**src/rtl/sccpu_regfile_mp.sv**
```systemverilog
// Parametrised multi-read-port register file with optional write bypass, optional
// hardwired zero register, sequential sweep-clear engine and saturating write counter.
module sccpu_regfile_mp #(
  parameter int DATA_W   = 32,
  parameter int ADDR_W   = 5,
  parameter int NUM_RD   = 2,
  parameter int BYPASS   = 1,
  parameter int ZERO_REG = 1,
  parameter int CNT_W    = 16
) (
  input  logic                     clock,
  input  logic                     reset,
  input  logic                     we,
  input  logic [ADDR_W-1:0]        wn,
  input  logic [DATA_W-1:0]        d,
  input  logic [NUM_RD*ADDR_W-1:0] ra,
  output logic [NUM_RD*DATA_W-1:0] q,
  input  logic                     clr_req,
  output logic                     busy,
  output logic                     clr_done,
  output logic                     wr_lost,
  output logic [CNT_W-1:0]         wr_count
);

  localparam int DEPTH = 1 << ADDR_W;
  localparam logic [ADDR_W-1:0] PTR_START = (ZERO_REG != 0) ? ADDR_W'(1) : ADDR_W'(0);
  localparam logic [ADDR_W-1:0] PTR_LAST  = ADDR_W'(DEPTH - 1);

  typedef enum logic [1:0] {
    ST_IDLE  = 2'd0,
    ST_SWEEP = 2'd1,
    ST_DONE  = 2'd2
  } state_t;

  state_t            state_q, state_d;
  logic [ADDR_W-1:0] ptr_q, ptr_d;
  logic              busy_q, busy_d;
  logic              clr_done_q, clr_done_d;
  logic              wr_lost_q, wr_lost_d;
  logic [CNT_W-1:0]  wr_count_q, wr_count_d;
  logic [DATA_W-1:0] mem_q [DEPTH];
  logic [DATA_W-1:0] mem_d [DEPTH];

  logic wr_r0_s;
  logic wr_acc_s;

  // A write to r0 is a non-event when r0 is hardwired: not stored, counted or flagged.
  assign wr_r0_s  = (ZERO_REG != 0) && (wn == ADDR_W'(0));
  assign wr_acc_s = (state_q == ST_IDLE) && we && !wr_r0_s;

  // State register, including the storage array and all registered outputs.
  always_ff @(posedge clock or negedge reset) begin
    if (!reset) begin
      state_q    <= ST_IDLE;
      ptr_q      <= '0;
      busy_q     <= 1'b0;
      clr_done_q <= 1'b0;
      wr_lost_q  <= 1'b0;
      wr_count_q <= '0;
      for (int i = 0; i < DEPTH; i++) begin
        mem_q[i] <= '0;
      end
    end else begin
      state_q    <= state_d;
      ptr_q      <= ptr_d;
      busy_q     <= busy_d;
      clr_done_q <= clr_done_d;
      wr_lost_q  <= wr_lost_d;
      wr_count_q <= wr_count_d;
      mem_q      <= mem_d;
    end
  end

  // Next-state logic for the sweep-clear sequencer.
  always_comb begin
    state_d = state_q;
    ptr_d   = ptr_q;
    case (state_q)
      ST_IDLE: begin
        if (clr_req) begin
          state_d = ST_SWEEP;
          ptr_d   = PTR_START;
        end else begin
          state_d = ST_IDLE;
        end
      end
      ST_SWEEP: begin
        // Terminal pointer value: stop here rather than wrapping back into the array.
        if (ptr_q == PTR_LAST) begin
          state_d = ST_DONE;
          ptr_d   = '0;
        end else begin
          ptr_d   = ptr_q + ADDR_W'(1);
        end
      end
      ST_DONE: begin
        state_d = ST_IDLE;
      end
      default: begin
        state_d = ST_IDLE;
        ptr_d   = '0;
      end
    endcase
  end

  // Output logic: handshake flags follow the next state so they register in step with it.
  always_comb begin
    busy_d     = (state_d != ST_IDLE);
    clr_done_d = (state_d == ST_DONE);
  end

  // Datapath next values: array update, write counter and lost-write flag.
  always_comb begin
    mem_d      = mem_q;
    wr_count_d = wr_count_q;
    wr_lost_d  = wr_lost_q;
    if (wr_acc_s) begin
      mem_d[wn] = d;
      if (wr_count_q != {CNT_W{1'b1}}) begin
        wr_count_d = wr_count_q + CNT_W'(1);
      end else begin
        wr_count_d = wr_count_q;
      end
    end else if (state_q == ST_SWEEP) begin
      mem_d[ptr_q] = '0;
    end else begin
      mem_d = mem_q;
    end
    if ((state_q == ST_IDLE) && clr_req) begin
      wr_lost_d = 1'b0;
    end else if ((state_q != ST_IDLE) && we && !wr_r0_s) begin
      wr_lost_d = 1'b1;
    end else begin
      wr_lost_d = wr_lost_q;
    end
  end

  // Combinational read ports; bypass only while idle so a sweep shows real contents.
  for (genvar g = 0; g < NUM_RD; g++) begin : g_rd
    logic [ADDR_W-1:0] ra_s;
    logic [DATA_W-1:0] q_s;

    assign ra_s = ra[g*ADDR_W +: ADDR_W];

    always_comb begin
      if ((ZERO_REG != 0) && (ra_s == ADDR_W'(0))) begin
        q_s = '0;
      end else if ((BYPASS != 0) && wr_acc_s && (wn == ra_s)) begin
        q_s = d;
      end else begin
        q_s = mem_q[ra_s];
      end
    end

    assign q[g*DATA_W +: DATA_W] = q_s;
  end

  assign busy     = busy_q;
  assign clr_done = clr_done_q;
  assign wr_lost  = wr_lost_q;
  assign wr_count = wr_count_q;

endmodule

```
**config.mk**
```make
export PLATFORM = sky130hd
export DESIGN_NAME = sccpu_regfile_mp
export DESIGN_NICKNAME = d
export VERILOG_FILES = /design/src/rtl/sccpu_regfile_mp.sv
export SDC_FILE = /design/constraint.sdc
export NUM_CORES = 2
export LEC_CHECK = 0
export BUFFER_PORTS_ARGS = -buffer_cell sky130_fd_sc_hd__buf_2
export CELL_PAD_IN_SITES_DETAIL_PLACEMENT = 0
export CELL_PAD_IN_SITES_GLOBAL_PLACEMENT = 1
export CORE_ASPECT_RATIO = 0.7
export CORE_MARGIN = 5
export CORE_UTILIZATION = 55
export CTS_BUF_LIST = sky130_fd_sc_hd__clkbuf_4 sky130_fd_sc_hd__clkbuf_8
export CTS_CLUSTER_SIZE = 8
export DETAILED_ROUTE_END_ITERATION = 7
export PLACE_DENSITY = 0.92
export SLEW_MARGIN = 20
export SYNTH_ARGS = -nofsm -noshare
export SYNTH_HDL_FRONTEND = slang
export SYNTH_SLANG_ARGS = --single-unit
```
**constraint.sdc**
```tcl
create_clock -name clock -period 5.25 [get_ports clock]
set_clock_uncertainty 0.15 [all_clocks]
set_input_delay 0.2625 -clock clock [delete_from_list [all_inputs] [get_ports clock]]
set_output_delay 0.2625 -clock clock [all_outputs]
set_load 0.01 [all_outputs]
```
==> impl_metrics.tcl <==
set metrics [dict create \
    clk_latency_ns 0.90 \
    hold_viol_final 0 \
    layout.nets 4284 \
    cts_root_buffer "clkbuf_8" \
    slowest_delay_ns 0.92 \
    netlist_area_sq_um 55400 \
    antenna_found_initial 11 \
    fin_crit_sh_pct 92.9 \
    yosysTopAreaCellShare_pct 47.4 \
    drv_slew 0 \
    worst-setup-path-type "reg -> out" \
    hp-class "in -> async" \
    pin_count 134 \
    placed_cells 5360 \
    synth_area_leaders "dfrtp_1 47%, a22o_1 16%, mux4_2 14%" \
    vias 45900 \
    place_ws_ns 1.43 \
    routabilityCongestion 0.988 \
    tightest_slew_ns 1.29 \
    synth_cell_types 80 \
    p_per_area_nw_per_um2 364 \
    rsz0062_at_grt "no" \
    synthArstFlopShare_pct 100 \
    grt_max_degree 156 \
    yosys.area.top_type "dfrtp_1" \
    grt_pass1_vias 45100 \
    outcome "finished with violations" \
    drc 7 \
    clock_path_buffers 3 \
    drt_pass1_iterations 8 \
    finalSetupViolCount 0 \
    start_kind "register" \
    layout-drive-gt1-share_pct 25.0 \
    die_h_um 276 \
    crit_chain "or3b_4 > a21oi_2 > buf_4 > nand4_2 > a21oi_1 > buf_2" \
    syn_nets 4332 \
    cts_resized 0 \
    cp_data_arrival_time_ns 4.46 \
    min_period_ns 4.88 \
    synth_cells 4275 \
    ir_drop_mv 0.262 \
    synth_compound_area_share_pct 23.3 \
    cp_slowest_cell "nand4_2" \
    ys_ff_latch 1050 \
    synth_edf_count 0 \
    core_area_sq_um 100000 \
    synth_ff_type "dfrtp_1" \
    setup_ws_ns 0.373 \
    power_leakage_nw 27.4 \
    viasPerCell 8.07 \
    dieArea_sq_um 107000 \
    yosys.area_share.simple_pct 3.72 \
    portBuffers 133 \
    multi_input_area_sq_um 27000 \
    synth_xor_area_share_pct 0.411 \
    slew_headroom_pct 11.6 \
    synth_top_family_by_area "compound AO/OA/AOI/OAI gates" \
    critical_path.endpoint_type "primary output" \
    instances_no_fill 5686 \
    seqCellArea_sq_um 26300 \
    overflow 0 \
    grt_pass1_wl_um 316000 \
    syn_to_final_growth_pct 9.88 \
    cts_sinks 1050 \
    routed_wl_um 218000 \
    cts_buffers 165 \
    synthAdderAreaFrac_pct 0.136 \
    rows 97 \
    die_w_um 389 \
    synthMuxAreaShare_pct 20.0 \
    gr-usage-all-layers_pct 40.3 \
    yosysWarnings 0 \
    cts.clk_slew.worst_paths_ns 0.06 \
    tns_ns 0 \
    drt_iter0_drc 8105 \
    routedWlPerCell_um 38.4 \
    htreeDepth 4 \
    ys_seq_area_share_pct 47.4 \
    drtAntennaViolNets 0 \
    avgSynthCellArea_sq_um 13.0 \
    worst_ep_required_time_ns 4.84 \
    fmax_mhz 205 \
    path_max_fanout 36 \
    start_util_pct 55.4 \
    cap_violations 0 \
    fill_cells 7643 \
    hpwl_um 129000 \
    cts_tree "yes" \
    violations "DRC" \
]
==> sequential cells by signal (all words and copies together), names as in the netlist <==
name      count
wr_lost       1
mem_q      1024
ptr_q         5
busy          1
clr_done      1
state_q       2
wr_count     16
==> repair_timing <==
| item | in CTS | in global routing |
|---|---|---|
| hold buffers | 36 | 0 |
| endpoints found under the hold margin | 1445 | 0 |
| setup endpoints to repair | 0 | 0 |
| setup buffers | 0 | 0 |
==> metal layers <==
| layer | global-route usage (%) | wire (um) | vias up |
|---|---|---|---|
| li1 | - | - | 17100 |
| met1 | 51.2 | 75200 | 22900 |
| met2 | 52.1 | 84000 | 4742 |
| met3 | 25.5 | 43800 | 1136 |
| met4 | 21.7 | 15100 | 18 |
| met5 | 2.62 | 442 | - |
==> cells in the mapped netlist, types with 18 or more instances <==
cell and n:
buf_1 43, nand3_1 30, a22o_1 999, nor2_1 36, a2111oi_0 19, dfrtp_1 1050, o21ai_2 19, o22ai_1 118
buf_4 32, a221oi_1 71, a211oi_1 25, o22a_1 20, or4_1 21, o21ai_0 69, mux2_2 44, nor3_1 28
nand2_1 98, a22oi_1 58, mux2i_1 283, xnor2_1 18, nor2b_1 55, clkbuf_1 292, buf_2 147, a21oi_1 67
buf_6 25, mux4_2 345, o21ai_1 29
==> kinds of logic (layout without fill, tap and decap cells) <==
group / after synthesis / after routing
other: 0 / 10
xor gates and xnor gates: 26 / 26
adders and majority gates: 6 / 6
AOI/OAI and AO/OA: 1588 / 1588
and+or+nand+nor: 370 / 370
buffers and inverters: 563 / 628
muxes: 672 / 672
DFF: 1050 / 1050
==> cell type report <==
type / instances / area share [%]
clock buffers: 265 / 5.24
well taps: 1336 / 2.75
flip-flops and latches: 1050 / 43.2
multi-input cells: 2662 / 44.3
diodes: 10 / 0.0411
clock inverters: 15 / 0.216
repair buffers: 336 / 4.24
inverters: 12 / 0.0740
==> critical path, delay by kind of cell, from the launching register on <==
kind            cells  cell delay, ns
flops               1            0.55
simple gates        2            1.45
compound gates      2            0.99
buf+inv             2            0.55
==> final timing paths <==
path                               end  slack, ns  depth (start not counted)        start
setup / recovery                 q[25]       0.37                          6   state_q[0]
hold / removal              mem_q[808]       0.10                          3        reset
setup reg to reg             mem_q[51]       1.81                          7   state_q[0]
hold reg to reg            wr_count[9]       0.34                          1  wr_count[9]
max in group asynchronous    mem_q[16]       3.95                          3        reset
min in group clock          state_q[0]       0.12                          4      clr_req
==> stage by stage <==
step / hold WS (ns) / power, mW / utilization [%] / area (sq um)
global route: 0.133 / 22.6 / 60.8 / 60800
CTS: 0.0386 / 21.8 / 60.8 / 60800
detailed placement: 0.239 / 14.6 / 57.1 / 57100
global placement: 0.243 / 14.5 / 57.1 / 57100
finish: 0.101 / 22.2 / 60.9 / 60900
floorplan: -0.183 / 12.4 / - / 55400
==> power breakdown <==
| group | switching [mW] | total, mW | internal, mW |
|---|---|---|---|
| clock | 3.41 | 7.27 | 3.86 |
| combinational | 3.50 | 5.32 | 1.82 |
| sequential | 0.706 | 9.57 | 8.86 |
==> cell usage in the layout, fill, tap and decap left out, types with 9 or more instances in the layout <==
cell type / Yosys / routed
nand3_1: 30 / 30
a21oi_1: 67 / 67
mux2_2: 44 / 44
mux2i_1: 283 / 283
buf_4: 32 / 149
o31a_1: 9 / 9
o21ai_0: 69 / 69
nor2_1: 36 / 25
a31oi_1: 14 / 14
or4_1: 21 / 21
a22o_1: 999 / 999
dfrtp_1: 1050 / 1050
o22a_1: 20 / 20
nand2b_1: 16 / 15
a211oi_1: 25 / 25
o21ai_2: 19 / 19
o21ai_4: 0 / 26
a221oi_1: 71 / 71
nor2_4: 4 / 28
a21o_1: 9 / 9
buf_12: 7 / 19
a2111oi_0: 19 / 13
clkbuf_4: 0 / 73
a22oi_1: 58 / 58
o31ai_1: 9 / 9
a221o_1: 16 / 16
dlygate4sd3_1: 0 / 35
o22ai_1: 118 / 113
inv_1: 11 / 11
nor2b_1: 55 / 52
buf_2: 147 / 127
clkbuf_8: 0 / 192
nor3_1: 28 / 27
mux4_2: 345 / 345
and3_1: 13 / 12
xnor2_1: 18 / 18
diode_2: 0 / 10
nand2_1: 98 / 98
No activity file was read; power rests on OpenSTA's default activity.
